**src/rtl/fpio_pkg.sv**
```systemverilog
// Shared definitions for the FPIO word transmitter.
//   ser_state_t  : serializer state (IDLE, SEND)
//   WORDS_SENT_W : width of the transmitted-word counter
package fpio_pkg;

   typedef enum logic {
      IDLE = 1'b0,
      SEND = 1'b1
   } ser_state_t;

   localparam int WORDS_SENT_W = 16;

endpackage

```
**src/rtl/fpio_word_fifo2.sv**
```systemverilog
// Two-entry word FIFO used to buffer words ahead of the serializer.
// Ports:
//   clock, reset_n : clock, synchronous active-low reset
//   push, push_data: write request and data (ignored when full)
//   pop            : read request (ignored when empty)
//   head           : oldest stored word, valid when !empty
//   full, empty    : occupancy flags
module fpio_word_fifo2 #(
   parameter int WIDTH = 32
) (
   input  logic             clock,
   input  logic             reset_n,
   input  logic             push,
   input  logic [WIDTH-1:0] push_data,
   input  logic             pop,
   output logic [WIDTH-1:0] head,
   output logic             full,
   output logic             empty
);

   logic [WIDTH-1:0] mem [2];
   logic             wr_ptr;
   logic             rd_ptr;
   logic [1:0]       count;
   logic             do_push;
   logic             do_pop;

   assign full    = (count == 2'd2);
   assign empty   = (count == 2'd0);
   assign do_push = push && !full;
   assign do_pop  = pop && !empty;
   assign head    = mem[rd_ptr];

   // NOTE: storage is deliberately left out of reset; only the pointers and
   // the count define what is valid, so clearing the data would buy nothing.
   always_ff @(posedge clock) begin
      if (do_push) mem[wr_ptr] <= push_data;
   end

   always_ff @(posedge clock) begin
      if (!reset_n) begin
         wr_ptr <= 1'b0;
         rd_ptr <= 1'b0;
         count  <= 2'd0;
      end else begin
         if (do_push) wr_ptr <= ~wr_ptr;
         if (do_pop)  rd_ptr <= ~rd_ptr;
         // Simultaneous push and pop leave the occupancy unchanged.
         unique case ({do_push, do_pop})
            2'b10:   count <= count + 2'd1;
            2'b01:   count <= count - 2'd1;
            default: count <= count;
         endcase
      end
   end

endmodule

```
**src/rtl/fpio_word_xmit.sv**
```systemverilog
// Word-to-beat serializer driving the transmit side of an FPIO link.
// Words are buffered in a 2-entry FIFO and sent LSB beat first.
// Ports:
//   clock, reset_n       : clock, synchronous active-low reset
//   in_dat/in_valid      : word input, accepted when in_valid && in_ready
//   in_ready             : FIFO has room (low while in reset)
//   DAT/DAT_v/DAT_r      : FPIO beat data, valid, and receiver ready
//   busy                 : a word is buffered or being transmitted
//   words_sent           : wrapping count of fully transmitted words
module fpio_word_xmit
   import fpio_pkg::*;
#(
   parameter int DATA_WIDTH = 4,
   parameter int WORD_WIDTH = 32
) (
   input  logic                    clock,
   input  logic                    reset_n,
   input  logic [WORD_WIDTH-1:0]   in_dat,
   input  logic                    in_valid,
   output logic                    in_ready,
   output logic [DATA_WIDTH-1:0]   DAT,
   output logic                    DAT_v,
   input  logic                    DAT_r,
   output logic                    busy,
   output logic [WORDS_SENT_W-1:0] words_sent
);

   localparam int BEATS = WORD_WIDTH / DATA_WIDTH;
   localparam int CNT_W = $clog2(BEATS);
   localparam logic [CNT_W-1:0] LAST_BEAT = CNT_W'(BEATS - 1);

   ser_state_t              state;
   logic [WORD_WIDTH-1:0]   shift_reg;
   logic [CNT_W-1:0]        beat_cnt;
   logic [WORDS_SENT_W-1:0] words_sent_q;

   logic                    fifo_full;
   logic                    fifo_empty;
   logic [WORD_WIDTH-1:0]   fifo_head;
   logic                    fifo_push;
   logic                    fifo_pop;
   logic                    push;
   logic                    beat_done;
   logic                    load_idle;
   logic [WORD_WIDTH-1:0]   next_word;

   assign in_ready  = reset_n && !fifo_full;
   assign push      = in_valid && in_ready;
   assign beat_done = (state == SEND) && DAT_r;

   // An idle serializer with an empty FIFO takes the incoming word directly,
   // so the first beat appears the cycle after acceptance.
   assign load_idle = (state == IDLE) && (!fifo_empty || push);
   assign next_word = fifo_empty ? in_dat : fifo_head;
   assign fifo_push = push && !((state == IDLE) && fifo_empty);
   assign fifo_pop  = !fifo_empty &&
                      ((state == IDLE) || (beat_done && (beat_cnt == LAST_BEAT)));

   // The shift register drains to zero after the last beat, so DAT reads 0
   // whenever the serializer is idle.
   assign DAT        = shift_reg[DATA_WIDTH-1:0];
   assign DAT_v      = (state == SEND);
   assign busy       = (state == SEND) || !fifo_empty;
   assign words_sent = words_sent_q;

   fpio_word_fifo2 #(
      .WIDTH (WORD_WIDTH)
   ) u_fifo (
      .clock     (clock),
      .reset_n   (reset_n),
      .push      (fifo_push),
      .push_data (in_dat),
      .pop       (fifo_pop),
      .head      (fifo_head),
      .full      (fifo_full),
      .empty     (fifo_empty)
   );

   // NOTE: all state here uses non-blocking assignments so every register
   // samples pre-edge values, independent of statement order.
   always_ff @(posedge clock) begin
      if (!reset_n) begin
         state        <= IDLE;
         shift_reg    <= '0;
         beat_cnt     <= '0;
         words_sent_q <= '0;
      end else begin
         unique case (state)
            IDLE: begin
               if (load_idle) begin
                  shift_reg <= next_word;
                  beat_cnt  <= '0;
                  state     <= SEND;
               end
            end
            SEND: begin
               if (beat_done) begin
                  if (beat_cnt == LAST_BEAT) begin
                     words_sent_q <= words_sent_q + 1'b1;
                     beat_cnt     <= '0;
                     // Back-to-back words: reload on the same edge, no bubble.
                     if (!fifo_empty) begin
                        shift_reg <= fifo_head;
                     end else begin
                        shift_reg <= '0;
                        state     <= IDLE;
                     end
                  end else begin
                     shift_reg <= shift_reg >> DATA_WIDTH;
                     beat_cnt  <= beat_cnt + 1'b1;
                  end
               end
            end
            default: state <= IDLE;
         endcase
      end
   end

endmodule

```
**config.mk**
```make
export PLATFORM = sky130hd
export DESIGN_NAME = fpio_word_xmit
export DESIGN_NICKNAME = d
export VERILOG_FILES = /design/src/rtl/fpio_pkg.sv /design/src/rtl/fpio_word_fifo2.sv /design/src/rtl/fpio_word_xmit.sv
export SDC_FILE = /design/constraint.sdc
export NUM_CORES = 1
export LEC_CHECK = 0
export ABC_AREA = 1
export BUFFER_PORTS_ARGS = -buffer_cell sky130_fd_sc_hd__buf_2
export CAP_MARGIN = 30
export CORE_ASPECT_RATIO = 1.5
export CORE_MARGIN = 2
export CORE_UTILIZATION = 53
export DETAILED_ROUTE_END_ITERATION = 8
export PLACE_DENSITY = 0.74
export SLEW_MARGIN = 5
export SYNTH_ARGS = -nofsm -noshare
export SYNTH_HDL_FRONTEND = slang
export SYNTH_SLANG_ARGS = --single-unit
```
**constraint.sdc**
```tcl
create_clock -name clock -period 2.7 [get_ports clock]
set_clock_uncertainty 0.05 [all_clocks]
set_input_delay 0.54 -clock clock [delete_from_list [all_inputs] [get_ports clock]]
set_output_delay 0.54 -clock clock [all_outputs]
set_load 0.01 [all_outputs]
```
==> flow_summary.toml <==
[route]
drtIter0Drc = 257
drc = 0
drt_wl_total_um = 11300
dr.pass1.iters = 4
routed-via-count = 4332
wl_per_cell_um = 12.8
avgViaCountPerCell = 4.95
antenna_left = 0

[sta]
setup_viol = 0
timing.hold.ws_ns = 0.286
min_period_ns = 2.28
rsz0062_at_grt = "no"
hold_viol = 0
worst_slew_pin_slew_ns = 0.532
drv_slew = 0
period_share_pct = 84.6
tns_ns = 0
maxSlewHeadroom_pct = 64.5
fmax_mhz = 438

[die]
die_w_um = 86.9
core_area_um2 = 10100
rows = 45
dieArea_um2 = 11200
dieHeight_um = 128
io_pins = 59
start_util_pct = 54.2

[setup_path]
max_stage_delay_ns = 0.35
r2r-end = "shift_reg[31]"
arrival_ns = 1.69
cp-start-kind = "register"
path_max_fanout = 15
crit_chain = "nor2_1, inv_2, nor2_4, inv_1, buf_2"
critPathKind = "reg -> out"
cp.required_ns = 2.11
rr_startpoint = "u_fifo.count[0]"
crit_slowest_cell = "dfxtp_1"
end_kind = "output pin"
ff2ff_path_depth = 9
r2r_slack_ns = 0.71

[yosys]
ys_seq_area_share_pct = 56.1
postSynthCellCount = 692
async_reset_ff_share_pct = 0
netlist.top_cell.by_area = "edfxtp_1"
synth.avg_cell_area_um2 = 7.90
synth_top_area_share_pct = 35.2
synth_most_common_cell = "nand2_1"
yosys_most_used_dff = "edfxtp_1"
synth.cell_area_um2 = 5460
synthesis.nets = 732
ys.warnings.count = 0
synth_edf_count = 64
yosys-top-cells-area = "edfxtp_1 (35%), dfxtp_1 (21%), nand2_1 (16%)"
ys_seq_elements = 121
synth_common_cells = "nand2_1 (235), nor2_1 (97), inv_1 (91)"
ys_types = 27

[grt]
grt_usage_pct = 21.7
grt_start_max_net_pins = 52
grt_pass1_wl_um = 18900
grt_antenna_before_repair = 0
grt-ovfl-total = 0
grt_pass1_vias = 4232

[min_path]
whs_endpoint = "u_fifo.mem[1][6]"
hold_depth = 1
min-delay-path-class = "in -> reg"
min_from = "in_dat[6]"

[cts]
clkLatencyLatePin_ns = 0.41
post_cts_resized = 0
holdBufCountCts = 0
h-tree-depth = 4
cts_root_buffer = "clkbuf_16"
postCtsSetupBuffers = 0
cts_sinks = 121
clockBufferDepth = 2
clk_pin_slew_ns = 0.06
cts_made_buffers = 17
cts_tree = "done"

[outcome]
status = "finished clean"

[power]
ir_drop_mv = 0.558
power_uw = 6550
power_density_nw_per_um2 = 1030
p_leak_uw = 0.00285

[placement]
dp_hpwl_um = 7230
io_buffer_count = 58
gp_congestion = 0.783

[cells_and_area]
nets = 786
n_antenna_cell = 0
drive_gt1_share_pct = 14.8
synthToLayoutAreaGrowth_pct = 16.4
largest_reg_flops = 64

[flow_run]
drv_cap = 0
==> critical path: cells and delay by family, from the launching register on <==
family,cells,cell delay (ns)
AND/OR/NAND/NOR,2,0.53
buffers and inverters,3,0.40
flip-flops,1,0.35
==> worst max-delay path by stage <==
stage | depth (start not counted) | end | startpoint | slack (ns)
floorplan | 7 | u_fifo.mem[0][0] | reset_n | 0.19
global route | 5 | busy | u_fifo.count[0] | 0.28
finish | 5 | busy | u_fifo.count[0] | 0.42
global placement | 8 | u_fifo.mem[0][20] | reset_n | 0.68
detailed placement | 8 | u_fifo.mem[0][1] | reset_n | 0.60
CTS | 5 | busy | u_fifo.count[0] | 0.40
==> cell type report <==
class / instances / area (µm²)
multi-input cells: 444 / 1880
flip-flops and latches: 121 / 3060
well taps: 117 / 146
clock buffers: 19 / 443
clock inverters: 13 / 105
inverters: 94 / 353
fillers: 898 / 3720
repair buffers: 68 / 365
==> logic make-up after synthesis <==
logic type      share of synthesized area [%]
buf+inv                                  9.66
xor+xnor                                0.160
flops                                    56.1
compound gates                           5.63
fa+ha+maj                               0.916
simple gates                             27.6
==> cells in the final DEF (no fill, tap or decap), types with 14 or more instances in the layout <==
cell / count
o21ai_0: 43
edfxtp_1: 64
nor2_1: 94
nand3_1: 33
nand2_1: 234
a21oi_1: 14
buf_2: 58
dfxtp_1: 56
clkbuf_16: 17
inv_1: 91
==> metrics by stage <==
step	instance area (µm²)	cells	utilization, %	worst slack [ns]
final	6360	876	63.1	0.416
after global routing	6360	876	63.1	0.277
after CTS	6360	876	63.1	0.397
after detailed placement	5810	844	57.7	0.604
after global placement	5810	844	57.7	0.678
after floorplan	5470	692	-	0.195
==> where the power goes <==
part	leakage (µW)	switching, µW	total, µW	internal (µW)
registers	0.00105	227	2550	2330
clock network	0.000256	786	2060	1270
logic	0.00155	1280	1930	651
==> per-layer routing <==
layer	GRT usage (%)	wire length, µm	vias up	share of wire, %
met3	5.52	408	16	3.6
met4	8.46	218	0	1.9
met2	38.6	5910	71	52
li1	-	-	2264	-
met1	24.6	4720	1981	42
met5	0	0	-	0
No activity file was read; power rests on OpenSTA's default activity.
